File: src/rtl/wb_stage.sv
// wb_stage: writeback stage feeding the register file write port.
//   Accepts execute results over ex_valid/ex_ready. Non-load results are
//   committed the next cycle. Loads park in WAIT_MEM until mem_resp_valid,
//   then the byte/halfword/word is extracted and committed. A load with no
//   response for TIMEOUT cycles is abandoned and sets sticky err_timeout.
// Ports:
//   clk, rst (async, active-low)
//   ex_*            execute result handshake and fields
//   mem_resp_*      single-cycle memory response
//   reg_dest/data/regWEn   registered regfile write port (regWEn one-cycle pulse)
//   byp_*           combinational copies of the write port for decode bypass
//   busy_valid/rd   outstanding load indication
//   err_timeout     sticky load-timeout flag
module wb_stage #(
    parameter int unsigned TIMEOUT = 16
) (
    input  logic        clk,
    input  logic        rst,
    input  logic        ex_valid,
    output logic        ex_ready,
    input  logic [4:0]  ex_rd,
    input  logic        ex_wen,
    input  logic        ex_is_load,
    input  logic [2:0]  ex_funct3,
    input  logic [1:0]  ex_addr_lo,
    input  logic [31:0] ex_alu_result,
    input  logic        mem_resp_valid,
    input  logic [31:0] mem_resp_data,
    output logic [4:0]  reg_dest,
    output logic [31:0] data,
    output logic        regWEn,
    output logic        byp_valid,
    output logic [4:0]  byp_rd,
    output logic [31:0] byp_data,
    output logic        busy_valid,
    output logic [4:0]  busy_rd,
    output logic        err_timeout
);

    typedef enum logic {
        IDLE,
        WAIT_MEM
    } state_t;

    localparam logic [7:0] CNT_LAST = 8'(TIMEOUT - 1);

    state_t      state_q, state_d;
    logic [7:0]  cnt_q, cnt_d;
    logic [4:0]  rd_q, rd_d;
    logic        wen_q, wen_d;
    logic [2:0]  f3_q, f3_d;
    logic [1:0]  alo_q, alo_d;
    logic [4:0]  dest_q, dest_d;
    logic [31:0] data_q, data_d;
    logic        we_q, we_d;
    logic        err_q, err_d;

    // Load data extraction; reserved funct3 encodings fall through to LW.
    function automatic logic [31:0] extract(input logic [2:0]  f3,
                                            input logic [1:0]  alo,
                                            input logic [31:0] w);
        logic [7:0]  b;
        logic [15:0] h;
        b = w[{alo, 3'b000} +: 8];
        h = alo[1] ? w[31:16] : w[15:0];
        case (f3)
            3'b000:  extract = {{24{b[7]}}, b};
            3'b100:  extract = {24'b0, b};
            3'b001:  extract = {{16{h[15]}}, h};
            3'b101:  extract = {16'b0, h};
            default: extract = w;
        endcase
    endfunction

    always_comb begin
        state_d = state_q;
        cnt_d   = cnt_q;
        rd_d    = rd_q;
        wen_d   = wen_q;
        f3_d    = f3_q;
        alo_d   = alo_q;
        dest_d  = dest_q;
        data_d  = data_q;
        we_d    = 1'b0;
        err_d   = err_q;
        case (state_q)
            IDLE: begin
                if (ex_valid) begin
                    if (ex_is_load) begin
                        rd_d    = ex_rd;
                        wen_d   = ex_wen;
                        f3_d    = ex_funct3;
                        alo_d   = ex_addr_lo;
                        cnt_d   = '0;
                        state_d = WAIT_MEM;
                    end else begin
                        dest_d = ex_rd;
                        data_d = ex_alu_result;
                        we_d   = ex_wen & (ex_rd != 5'd0);
                    end
                end
            end
            WAIT_MEM: begin
                // A response on the final wait cycle takes priority over timeout.
                if (mem_resp_valid) begin
                    dest_d  = rd_q;
                    data_d  = extract(f3_q, alo_q, mem_resp_data);
                    we_d    = wen_q & (rd_q != 5'd0);
                    state_d = IDLE;
                end else if (cnt_q == CNT_LAST) begin
                    err_d   = 1'b1;
                    state_d = IDLE;
                end else begin
                    cnt_d = cnt_q + 8'd1;
                end
            end
            default: state_d = IDLE;
        endcase
    end

    always_ff @(posedge clk or negedge rst) begin
        if (!rst) begin
            state_q <= IDLE;
            cnt_q   <= '0;
            rd_q    <= '0;
            wen_q   <= 1'b0;
            f3_q    <= '0;
            alo_q   <= '0;
            dest_q  <= '0;
            data_q  <= '0;
            we_q    <= 1'b0;
            err_q   <= 1'b0;
        end else begin
            state_q <= state_d;
            cnt_q   <= cnt_d;
            rd_q    <= rd_d;
            wen_q   <= wen_d;
            f3_q    <= f3_d;
            alo_q   <= alo_d;
            dest_q  <= dest_d;
            data_q  <= data_d;
            we_q    <= we_d;
            err_q   <= err_d;
        end
    end

    assign ex_ready    = (state_q == IDLE);
    assign busy_valid  = (state_q == WAIT_MEM);
    assign busy_rd     = rd_q;
    assign reg_dest    = dest_q;
    assign data        = data_q;
    assign regWEn      = we_q;
    assign byp_valid   = we_q;
    assign byp_rd      = dest_q;
    assign byp_data    = data_q;
    assign err_timeout = err_q;

endmodule

File: config.mk
export PLATFORM = sky130hd
export DESIGN_NAME = wb_stage
export DESIGN_NICKNAME = d
export VERILOG_FILES = /design/src/rtl/wb_stage.sv
export SDC_FILE = /design/constraint.sdc
export NUM_CORES = 1
export LEC_CHECK = 0
export BUFFER_PORTS_ARGS = -buffer_cell sky130_fd_sc_hd__buf_2
export CORE_MARGIN = 2
export CORE_UTILIZATION = 35
export DETAILED_ROUTE_END_ITERATION = 6
export GPL_TIMING_DRIVEN = 0
export PLACE_DENSITY = 0.68
export RECOVER_POWER = 100
export SLEW_MARGIN = 20
export SYNTH_ARGS = -nofsm -noshare
export SYNTH_HDL_FRONTEND = slang
export SYNTH_SLANG_ARGS = --single-unit
File: constraint.sdc
create_clock -name clk -period 4.9 [get_ports clk]
set_input_delay 0 -clock clk [delete_from_list [all_inputs] [get_ports clk]]
set_output_delay 0 -clock clk [all_outputs]
set_load 0.05 [all_outputs]
==> flow_summary_export.csv <==
group,metric,value,unit
setup_path,endpoint,"f3_q[1]",
synthesis,ys_seq_area_share,39.6,%
clocking,ctsRootBufferMaster,"clkbuf_8",
grt,grt_pass1_wl,19.3,mm
floorplan,start_util,36.1,%
synthesis,ys_ff_latch,59,
layout,area_delta_synth_final,37.8,%
power_and_ir_drop,ir_drop,0.264,mV
setup_path,crit_chain,"dlygate4sd3_1 > clkbuf_1",
setup_path,startpoint,"rst",
grt,antenna_found_initial,0,
synthesis,synth_edf_count,0,
drt,firstDrtPassIters,7,
synthesis,synth_cell_type_count,44,
synthesis,yosys_warnings,0,
timing,timing.slew.headroom,-115,%
floorplan,die_x,107,um
drt,via_per_inst,5.06,
clocking,post_cts_resized,0,
setup_path,cp.arrival,2.82,ns
placed_design,gp_congestion,0.909,
timing,tns,0,ns
setup_path,cp_slowest_cell,"clkbuf_1",
run_status,status,"finished with violations",
drt,wl_per_cell,15.8,um
timing,period_needed,3.10,ns
drt,num_vias,3988,
floorplan,io_pins,164,
timing,fmax,0.323,GHz
grt,grt_pass1_vias,3811,
placed_design,post-dp-hpwl,9.16,mm
drt,post-route-drc-count,0,
power_and_ir_drop,share_seq_of_total_power,26.9,%
timing,hold_violations,0,
floorplan,rows,37,
timing,setup_viol,0,
power_and_ir_drop,clkPwrFrac,18.2,%
layout,stdcell_area,5140,um^2
clocking,numCtsBuffers,9,
grt,grt_use_total,21.5,%
setup_path,r2r_cells,7,
timing,tightest_slew,3.23,ns
floorplan,die_h,107,um
layout,fin_nets,728,
synthesis,avgSynthCellArea,8.55,um^2
setup_path,crit_family,"buffers and inverters",
run_status,violations,"capacitance limit, slew limit",
clocking,cts.clk_slew.worst_paths,0.07,ns
run,drv_cap,1,
timing,finalClockSkew,0.00622,ns
synthesis,synth_common_cells,"82 x nand2_1, 59 x dfrtp_1, 39 x o21ai_0",
setup_path,start_kind,"input pin",
placed_design,port_buffers,163,
drt,ant_nets,0,
synthesis,synth_ff_type,"dfrtp_1",
power_and_ir_drop,finalPower,2.61,mW
floorplan,core,10300,um^2
clocking,cts_max_path_buffers,2,
synthesis,synth.most_common_cell,"nand2_1",
power_and_ir_drop,internal-power,1.25,mW
clocking,clk_latency,0.33,ns
synthesis,async_flop_share,100,%
setup_path,critPathMaxStageDelay,2.27,ns
setup_path,path_depth,2,
synthesis,synth_top_cell_area_share,39.6,%
setup_path,cp.buffers_inverters,2,
setup_path,r2r_setup_slack,2.25,ns
power_and_ir_drop,swShare,52.3,%
setup_path,cp-end-kind,"async pin",
drt,drt-total-wl,12.4,mm
layout,fill_cells,1058,
floorplan,die-area,11500,um^2
layout,drive_gt1_share,21.9,%
setup_path,cp_max_fo,59,
synthesis,synthTopCellsByArea,"dfrtp_1 40%, nand2_1 8.3%, buf_4 7.7%",
timing,drv_slew,60,
synthesis,synth_area_leader_cell,"dfrtp_1",
grt,grt-ovfl-total,0,
setup_path,worstSetupPathType,"input pin to async pin",
layout,postLayoutCoreUtil,49.8,%
setup_path,r2r-end,"byp_data[18]",
power_and_ir_drop,switchingPower,1.37,mW
power_and_ir_drop,power.density,509,nW/um^2
worst_hold_path,hold_class,"input pin to register",
setup_path,crit_required,4.62,ns
timing,fin_crit_sh,63.2,%
power_and_ir_drop,power_frac_comb,54.9,%
timing,hold_ws,0.0210,ns
power_and_ir_drop,power_leakage,2.29,nW
synthesis,synth_nets,517,
drt,drt_iter0_markers,282,
placed_design,placed_area,4720,um^2
clocking,cts_tree,"built",
clocking,cts-htree-levels,3,
grt,grt_max_degree,60,
synthesis,synth.cell_area,3730,um^2
setup_path,reg2reg_from,"busy_valid",
timing,rsz0062_at_grt,"false",
layout,n_antenna_cell,0,
clocking,cts_sinks,59,
synthesis,synthCells,436,
## registers in the layout (all words and copies together), names as in the netlist
register and count:
busy_valid 1, byp_rd 5, alo_q 2, cnt_q 8, byp_valid 1, busy_rd 5
wen_q 1, err_timeout 1, f3_q 3, byp_data 32
## metrics by stage
stage	instances	setup WS, ns
2_1_floorplan	436	2.86
3_3_place_gp	735	2.64
3_5_place_dp	735	2.55
4_1_cts	788	2.54
5_1_grt	788	1.23
6_report	788	1.80
## layout make-up
class / count / area [um^2] / share of cell area, %
timing repair buffer: 200 / 1080 / 21.0
multi-input combinational: 300 / 1750 / 34.0
tap: 136 / 170 / 3.31
buffer: 70 / 425 / 8.28
clock inverter: 4 / 47.5 / 0.926
sequential: 59 / 1480 / 28.7
clock buffer: 12 / 165 / 3.22
inverter: 7 / 26.3 / 0.512
## logic make-up (layout without fill, tap and decap cells)
family / count (synthesis) / count (layout) / share of synthesized area, %
adders and majority gates: 1 / 1 / 0.336
xor gates and xnor gates: 3 / 3 / 0.705
AOI/OAI and AO/OA: 145 / 145 / 26.1
and+or+nand+nor: 136 / 136 / 16.6
buffers and inverters: 77 / 293 / 12.2
DFF: 59 / 59 / 39.6
muxes: 15 / 15 / 4.43
## timing repair
action	in CTS	in global routing
buffers inserted	0	0
endpoints found under the hold margin	100	0
hold buffers	37	0
## tightest hold or removal path, stage by stage
cell and delay (ns):
buf_2 0.11, o22ai_1 0.10, a221oi_1 0.10
## worst min-delay path by stage
stage	to	slack, ns	depth (start not counted)	from
final	byp_data[9]	0.02	3	mem_resp_data[9]
after global routing	byp_data[10]	0.02	3	mem_resp_data[10]
after CTS	byp_data[10]	0.03	3	mem_resp_data[10]
after detailed placement	byp_data[21]	0.13	1	rst
after global placement	alo_q[0]	0.20	3	ex_addr_lo[0]
after floorplan	alo_q[0]	-0.30	0	rst
## routing by layer
| layer | vias up | wire length [um] | GRT usage, % |
|---|---|---|---|
| met3 | 8 | 810 | 3.47 |
| met5 | - | 0 | 0 |
| met1 | 1866 | 5530 | 28.3 |
| li1 | 1953 | - | - |
| met4 | 0 | 129 | 5.66 |
| met2 | 161 | 5970 | 36.6 |
## power by group through the flow
stage / Clock [mW] / Sequential [mW] / Combinational (mW)
2_1_floorplan: 0 / 1.04 / 0.803
3_5_place_dp: 0 / 0.708 / 1.48
3_3_place_gp: 0 / 0.702 / 1.47
4_1_cts: 0.491 / 0.700 / 1.51
5_1_grt: 0.508 / 0.722 / 1.52
6_report: 0.476 / 0.703 / 1.43
## cells in the final DEF, fill, tap and decap left out, types with 2 or more instances in the layout
cell	count
clkbuf_1	110
nand2_1	82
buf_2	82
dfrtp_1	59
o21ai_0	50
buf_4	38
dlygate4sd3_1	37
a21oi_1	35
o311ai_0	16
nor2_1	15
o22ai_1	13
mux2i_1	12
clkbuf_8	12
o211ai_1	9
a221oi_1	8
nor2b_1	7
nand2b_1	7
inv_1	6
or4_1	5
nand3_1	5
nand3b_1	5
and3_1	3
xor2_1	3
buf_6	2
mux2_2	2
a21o_1	2
o221ai_1	2
or3_1	2
nand4_1	2
a22oi_1	2
clkinv_2	2
(Power assumes the default switching activity.)
